`src/rtl/asm_status_datapath_if.sv`:
```
// Controller <-> datapath bus for the 8-state ASM pair: decoded state and
// operands flow toward the datapath, status flags and observation outputs flow back.
interface asm_status_datapath_if #(
  parameter int WIDTH = 8,
  parameter int CNT_W = 4
);
  logic             start;
  logic [WIDTH-1:0] data_in;
  logic [7:0]       dec_in;
  logic             x;
  logic             y;
  logic             F;
  logic             E;
  logic [WIDTH-1:0] a_out;
  logic [CNT_W-1:0] cnt_out;
  logic             done;
  logic             onehot_err;

  modport master (
    output start, data_in, dec_in,
    input  x, y, F, E, a_out, cnt_out, done, onehot_err
  );

  modport slave (
    input  start, data_in, dec_in,
    output x, y, F, E, a_out, cnt_out, done, onehot_err
  );
endinterface

```
`src/rtl/asm_status_datapath.sv`:
```
// Datapath half of the 8-state ASM pair: executes the micro-ops of the
// one-hot state on dec_in and returns x/y/F/E status to the controller.
module asm_status_datapath #(
  parameter int WIDTH = 8,
  parameter int CNT_W = 4
) (
  input logic                 clk,
  input logic                 rst,
  asm_status_datapath_if.slave bus
);

  logic [WIDTH-1:0] a_q;
  logic [CNT_W-1:0] cnt_q;
  logic             x_q;
  logic             e_q;
  logic             f_q;
  logic             done_q;
  logic             err_q;
  logic             dec_valid;

  assign dec_valid = $onehot(bus.dec_in);

  always_ff @(posedge clk) begin
    if (rst) begin
      a_q    <= '0;
      cnt_q  <= '0;
      x_q    <= 1'b0;
      e_q    <= 1'b0;
      f_q    <= 1'b0;
      done_q <= 1'b0;
      err_q  <= 1'b0;
    end else if (!dec_valid) begin
      // Malformed state word: freeze datapath, drop pulses, latch the error.
      err_q  <= 1'b1;
      x_q    <= 1'b0;
      done_q <= 1'b0;
    end else begin
      x_q    <= bus.dec_in[0] & bus.start;
      done_q <= bus.dec_in[3] | bus.dec_in[7];
      unique case (1'b1)
        bus.dec_in[0]: begin
          if (bus.start) begin
            a_q   <= bus.data_in;
            cnt_q <= '0;
            e_q   <= 1'b0;
            f_q   <= 1'b0;
          end
        end
        bus.dec_in[1]: begin
          a_q   <= a_q + 1'b1;
          cnt_q <= cnt_q + 1'b1;
        end
        bus.dec_in[2]: begin
          e_q <= a_q[WIDTH-1];
          f_q <= (a_q[1:0] == 2'b11);
        end
        bus.dec_in[3]: a_q <= a_q >> 1;
        bus.dec_in[4]: begin
          a_q   <= a_q << 1;
          cnt_q <= cnt_q + 1'b1;
        end
        bus.dec_in[5]: a_q <= ~a_q;
        bus.dec_in[6]: cnt_q <= cnt_q + 1'b1;
        default: ;
      endcase
    end
  end

  assign bus.x          = x_q;
  assign bus.y          = &cnt_q;
  assign bus.F          = f_q;
  assign bus.E          = e_q;
  assign bus.a_out      = a_q;
  assign bus.cnt_out    = cnt_q;
  assign bus.done       = done_q;
  assign bus.onehot_err = err_q;

endmodule

```
`src/flat_wrapper.sv`:
```
// flat-port wrapper written by rule: the top's interface ports become plain ports
module asm_status_datapath_flat 
#(
  parameter int WIDTH = 8,
  parameter int CNT_W = 4
)
  (clk, rst, bus_start, bus_data_in, bus_dec_in, bus_x, bus_y, bus_F, bus_E, bus_a_out, bus_cnt_out, bus_done, bus_onehot_err);
  asm_status_datapath_if #(.WIDTH(WIDTH), .CNT_W(CNT_W)) bus_i ();
  input logic clk;
  input logic rst;
  input wire logic [$bits(bus_i.start)-1:0] bus_start;
  input wire logic [$bits(bus_i.data_in)-1:0] bus_data_in;
  input wire logic [$bits(bus_i.dec_in)-1:0] bus_dec_in;
  output wire logic [$bits(bus_i.x)-1:0] bus_x;
  output wire logic [$bits(bus_i.y)-1:0] bus_y;
  output wire logic [$bits(bus_i.F)-1:0] bus_F;
  output wire logic [$bits(bus_i.E)-1:0] bus_E;
  output wire logic [$bits(bus_i.a_out)-1:0] bus_a_out;
  output wire logic [$bits(bus_i.cnt_out)-1:0] bus_cnt_out;
  output wire logic [$bits(bus_i.done)-1:0] bus_done;
  output wire logic [$bits(bus_i.onehot_err)-1:0] bus_onehot_err;
  assign bus_i.start = bus_start;
  assign bus_i.data_in = bus_data_in;
  assign bus_i.dec_in = bus_dec_in;
  assign bus_x = bus_i.x;
  assign bus_y = bus_i.y;
  assign bus_F = bus_i.F;
  assign bus_E = bus_i.E;
  assign bus_a_out = bus_i.a_out;
  assign bus_cnt_out = bus_i.cnt_out;
  assign bus_done = bus_i.done;
  assign bus_onehot_err = bus_i.onehot_err;
  asm_status_datapath #(.WIDTH(WIDTH), .CNT_W(CNT_W)) u_core (.clk(clk), .rst(rst), .bus(bus_i));
endmodule
```
`config.mk`:
```
export PLATFORM = sky130hd
export DESIGN_NAME = asm_status_datapath_flat
export DESIGN_NICKNAME = d
export VERILOG_FILES = /design/src/rtl/asm_status_datapath_if.sv /design/src/rtl/asm_status_datapath.sv /design/src/flat_wrapper.sv
export SDC_FILE = /design/constraint.sdc
export NUM_CORES = 1
export LEC_CHECK = 0
export CORE_UTILIZATION = 50
export DETAILED_ROUTE_END_ITERATION = 12
export GPL_TIMING_DRIVEN = 0
export PLACE_DENSITY = 0.83
export SYNTH_ARGS = -nofsm -noshare
export SYNTH_HDL_FRONTEND = slang
export SYNTH_SLANG_ARGS = --single-unit
```
`constraint.sdc`:
```
create_clock -name clk -period 9.1 [get_ports clk]
set_input_delay 1.82 -clock clk [delete_from_list [all_inputs] [get_ports clk]]
set_output_delay 1.82 -clock clk [all_outputs]
set_load 0.02 [all_outputs]
```
# ---- After elaboration in Yosys (flattened, before gate mapping)
# Cells that the tools add are included.
dict set report word_totals {
  output_inout_bits 18
  elab_cells 39
  regBits 17
  input_bits 19
}
dict set report classes {
  muxes 7
  reduce_logical 9
  eq_ne 3
  n_addsub 9
  bitwise 4
}
# cell n
set ops {}
lappend ops {{$pmux W8 S5} 1}
lappend ops {{$add A4 B4 Y4} 3}
lappend ops {{$reduce_and A3 Y1} 3}
lappend ops {{$add A1 B1 Y2} 4}
lappend ops {{$add A8 B1 Y8 const B} 1}
lappend ops {{$mux W8} 1}
lappend ops {{$not A8 Y8} 1}
lappend ops {{$pmux W4 S2} 1}
lappend ops {{$reduce_bool A5 Y1} 1}
lappend ops {{$add A4 B1 Y4 const B} 1}
lappend ops {{$eq A4 B1 Y1 const B} 1}
lappend ops {{$mux W4} 1}
lappend ops {{$pmux W1 S2} 2}
lappend ops {{$reduce_and A4 Y1} 1}
lappend ops {{$reduce_bool A2 Y1} 2}
lappend ops {{$reduce_or A3 Y1} 1}
lappend ops {{$eq A2 B2 Y1 const B} 1}
lappend ops {{$ne A2 B2 Y1 const B} 1}
lappend ops {{$reduce_or A2 Y1} 1}
lappend ops {{$and A1 B1 Y1} 1}
lappend ops {{$mux W1} 1}
lappend ops {{$not A1 Y1} 1}
lappend ops {{$or A1 B1 Y1} 1}

# ---- Logic depth before layout (Yosys ltp)
dict set report depth {
  ltp_word 6
  ltp_mapped 14
  depth_no_buf 12
}

# ---- Worst setup path before layout
# No wires, ideal clock.
dict set report synth_path {
  path_type {in2reg}
  from {input port bus_dec_in[1]}
  to {register u_core.cnt_q[3] (netlist: u_core.bus.cnt_out[3])}
  required_time_ns 9.029
  path_stages 13
  setup_slack_ns 4.130
  setup_time_ns 0.071
  path_buffers 1
  arrival_time_ns 4.899
  cell_sequence {buf_4 -> inv_1 -> ha_1 -> inv_1 -> fa_1 -> fa_1 -> inv_1 -> ha_1 -> fa_1 -> or4b_1 -> nor4_1 -> o21ai_0 -> a21oi_1}
}
dict set report synth_between {
  elab_chain_len 5
  word_cells_on_any_way 8
  cone_classes {add/sub (3); eq/ne (1); mux (1); reduce/logical (3)}
}
# item line_no
set synth_lines {}
lappend synth_lines {{start, declared} flat_wrapper.sv:13} ;# input wire logic [$bits(bus_i.dec_in)-1:0] bus_dec_in;
lappend synth_lines {{$add A1 B1 Y2 (not written as such)} asm_status_datapath.sv:21} ;# assign dec_valid = $onehot(bus.dec_in);
lappend synth_lines {{$add A4 B4 Y4 (not written as such) (2 in a row)} asm_status_datapath.sv:21}
lappend synth_lines {{$eq A4 B1 Y1} asm_status_datapath.sv:21}
lappend synth_lines {{$reduce_and A3 Y1 (no source line)} -}
lappend synth_lines {{end signal, assigned} asm_status_datapath.sv:51} ;# cnt_q <= cnt_q + 1'b1;
lappend synth_lines {{end signal, assigned} asm_status_datapath.sv:60} ;# cnt_q <= cnt_q + 1'b1;
lappend synth_lines {{end signal, assigned} asm_status_datapath.sv:63} ;# bus.dec_in[6]: cnt_q <= cnt_q + 1'b1;
lappend synth_lines {{end, declared} asm_status_datapath.sv:13} ;# logic [CNT_W-1:0] cnt_q;
# Parallel ways exist; a longest one is shown, timed or not.
# A chain may end at the register's enable or synchronous reset.

# ---- Final worst setup path
dict set report layout_path {
  from {input port bus_dec_in[1]}
  to {register u_core.f_q (netlist: u_core.bus.F)}
}
dict set report layout_between {
  elab_chain_len 5
}
# item line_no
set layout_lines {}
lappend layout_lines {{$add A1 B1 Y2 (not written as such)} asm_status_datapath.sv:21}
lappend layout_lines {{$add A4 B4 Y4 (not written as such) (2 in a row)} asm_status_datapath.sv:21}
lappend layout_lines {{$eq A4 B1 Y1} asm_status_datapath.sv:21}
lappend layout_lines {{$reduce_and A3 Y1 (no source line)} -}
lappend layout_lines {{end signal, assigned} asm_status_datapath.sv:55} ;# f_q <= (a_q[1:0] == 2'b11);
lappend layout_lines {{end, declared} asm_status_datapath.sv:16} ;# logic f_q;
# No other way between the ends.

==> out/results.tsv <==
metric	value	unit
startpoint_type	primary input	
ys.flop_type	dfxtp_1	
synth_compound_area_frac	0.233	
p_clk_frac	0.162	
clock-sinks	17	
worstSetupPathType	in -> reg	
synth_xor_area_frac	0.0132	
rsz0062_at_grt	false	
yosys.area.top_type	dfxtp_1	
drt_iter0_markers	86	
crit_chain	clkdlybuf4s50_1, buf_4, inv_1, ha_1, inv_1, fa_1, fa_1, inv_1, ha_1, fa_1, or4b_1, nor2_1, nand3_1, a21oi_1	
worst_slack	3.52	ns
yosysSeqAreaShare	0.257	
worstPathRequired	9.34	ns
io_buffers	35	
gr-total-overflow	0	
peakVddDrop	133	uV
crit_slowest_cell	or4b_1	
grt_pass1_vias	1216	
postCtsSetupRepairBufs	0	
syn-mean-instance-area	8.32	um^2
fin_hold_ws	0.489	ns
synth_mux_area_frac	0.00757	
nNetsFinal	232	
seq_power_share	0.347	
synth_seq_cells	17	
arrival	5.82	ns
syn_area	0.00132	mm^2
rows	18	
start_util	0.534	
synth_simple_gate_area_frac	0.248	
syn_to_final_growth	31.6	%
synth_fa_ha_area_frac	0.155	
cp-endpoint	u_core.bus.F$_SDFFE_PP0P_	
antenna_found_initial	0	
synth_top_family_by_area	simple AND/OR/NAND/NOR gates	
ys_types	47	
reg2reg_from	u_core.bus.a_out[2]$_SDFFE_PP0P_	
finalHoldViolCount	0	
synth_edf_count	0	
gp_congestion	0.906	
finalCriticalPeriod	5.58	ns
synthCells	159	
end_kind	flop	
dpl.hpwl	2.70	mm
diodes	0	
switching_share	0.402	
hold_class	reg -> reg	
total_power	0.000273	W
grt_pass1_wl	5.58	mm
tns	0	ns
setup_viol	0	
ant_nets	0	
synth_top_area_frac	0.257	
io_pins	37	
rr_endpoint	u_core.bus.a_out[7]$_SDFFE_PP0P_	
synth_area_leaders	dfxtp_1 26%, ha_1 9.5%, fa_1 6.1%	
die-area	0.00285	mm^2
p_switching	0.000110	W
fin_worst_skew	0.000948	ns
p_leak	0.654	nW
wl	3.54	mm
tritoncts	yes	
ys_warn_count	0	
die_h	53.4	um
drc	0	
hold_buffers	0	
finalMaxSlewViolations	0	
critical_path.max_stage_delay	0.60	ns
p_int	0.000164	W
first_pass_iters	5	
die_w	53.4	um
cts_max_level	1	
crit_start	bus_dec_in[1]	
p_per_area	157	mW/mm^2
core	0.00248	mm^2
worst_pin_slew	0.719	ns
max_freq	179	MHz
p_comb_frac	0.491	
cts_buffers	3	
clkLatencyLatePin	0.30	ns
r2r_cells	5	
clk_pin_slew_worst_paths	0.11	ns
finalCritPeriodShare	0.613	
dpl_worst_slack	3.25	ns
clk_path_buf_depth	2	
synthesis.nets	192	
outcome	finished clean	
drive_gt1_frac	0.0808	
path_max_fanout	10	
async_flop_share	0	
post_cts_resized	0	
cts_root_buf	clkbuf_4	
rrSetupSlack	7.44	ns
routed_via_density	6.00	
grtUsageTotal	0.270	
vias	1367	
fillers	213	
grt_max_degree	12	
wl_per_cell	15.5	um
slew_headroom	0.520	
drv_cap	0	
## Yosys cell counts, types with 2 or more instances
cell      number
clkbuf_1       6
buf_6          2
a22oi_1        4
o21a_1         2
o21ai_0        7
o32ai_1        2
o211ai_1       5
a311oi_1       2
ha_1          10
nor2_1        13
nor4_1         3
nand3_1        5
dfxtp_1       17
inv_1         15
nand2_1       11
a221oi_1       2
nand2b_1       4
and3_1         2
a211oi_1       2
nor4b_1        3
nor2b_1        2
fa_1           4
a21oi_1        8
nor3_1         3
a31oi_1        3
## state kept, by name (all words and copies together), names as in the netlist
name,flops
u_core.bus.done,1
u_core.bus.onehot_err,1
u_core.bus.F,1
u_core.bus.cnt_out,4
u_core.bus.x,1
u_core.bus.a_out,8
u_core.bus.E,1
## logic make-up (layout without fill, tap and decap cells)
kind of cell | count (synthesis) | after routing
muxes | 1 | 1
adders and majority gates | 14 | 14
and+or+nand+nor | 57 | 57
AOI/OAI and AO/OA | 43 | 43
xor gates and xnor gates | 2 | 2
DFF | 17 | 17
buffers and inverters | 25 | 64
## layout by cell type, fill, tap and decap left out, drive strengths merged, types with 2 or more instances in the layout
cell type	instances
clkbuf	9
a221oi	2
a311oi	3
nand2b	4
clkdlybuf4s50	35
o21a	2
a211oi	2
buf	4
ha	10
a21oi	8
nand3	5
or4b	2
nor4b	4
o21ai	7
o32ai	2
nor3	3
inv	15
a22oi	4
a31oi	3
nor2	13
nand2	11
and3	3
nor4	3
o211ai	5
nor2b	2
dfxtp	17
fa	4
## worst min-delay path by stage
stage	end	cells past startpoint	startpoint	slack, ns
floorplan	u_core.bus.F$_SDFFE_PP0P_	2	u_core.bus.F$_SDFFE_PP0P_	0.55
global placement	u_core.bus.onehot_err$_SDFFE_PP0P_	2	u_core.bus.onehot_err$_SDFFE_PP0P_	0.45
detailed placement	u_core.bus.onehot_err$_SDFFE_PP0P_	2	u_core.bus.onehot_err$_SDFFE_PP0P_	0.47
CTS	u_core.bus.onehot_err$_SDFFE_PP0P_	2	u_core.bus.onehot_err$_SDFFE_PP0P_	0.50
global route	u_core.bus.onehot_err$_SDFFE_PP0P_	2	u_core.bus.onehot_err$_SDFFE_PP0P_	0.52
finish	u_core.bus.onehot_err$_SDFFE_PP0P_	2	u_core.bus.onehot_err$_SDFFE_PP0P_	0.49
## critical path: cells and delay by family
kind	cells	cell delay, ns
AND/OR/NAND/NOR	3	1.03
buffers and inverters	5	0.94
adder cells (fa/ha/maj)	5	1.88
AO/OA/AOI/OAI	1	0.14
## through the flow
step | utilization | instance area [um^2] | cells
global placement | 0.690 | 1710 | 224
detailed placement | 0.690 | 1710 | 224
finish | 0.703 | 1740 | 228
global route | 0.703 | 1740 | 228
floorplan | - | 1320 | 159
CTS | 0.703 | 1740 | 228
## area by class of cell
| type | count | area [um^2] | share of cell area |
|---|---|---|---|
| Multi-Input combinational cell | 117 | 868 | 0.499 |
| Sequential cell | 17 | 340 | 0.196 |
| Tap cell | 30 | 37.5 | 0.0216 |
| Clock buffer | 3 | 22.5 | 0.0129 |
| Clock inverter | 1 | 7.51 | 0.00431 |
| Buffer | 10 | 57.6 | 0.0331 |
| Timing Repair Buffer | 35 | 350 | 0.201 |
| Inverter | 15 | 56.3 | 0.0324 |
## per-layer routing
layer / routed length, um / track usage
met1: 1550 / 0.360
met2: 1750 / 0.450
met3: 209 / 0.0374
met4: 31 / 0.0702
met5: 0 / 0
## power by group through the flow
stage	logic [W]	registers [W]	clock network, W
floorplan	0.0000760	0.000106	0
detailed placement	0.000133	0.0000964	0
CTS	0.000133	0.0000946	0.0000448
global placement	0.000129	0.0000957	0
global route	0.000147	0.0000962	0.0000482
finish	0.000134	0.0000949	0.0000443
No activity file was read; power rests on OpenSTA's default activity.
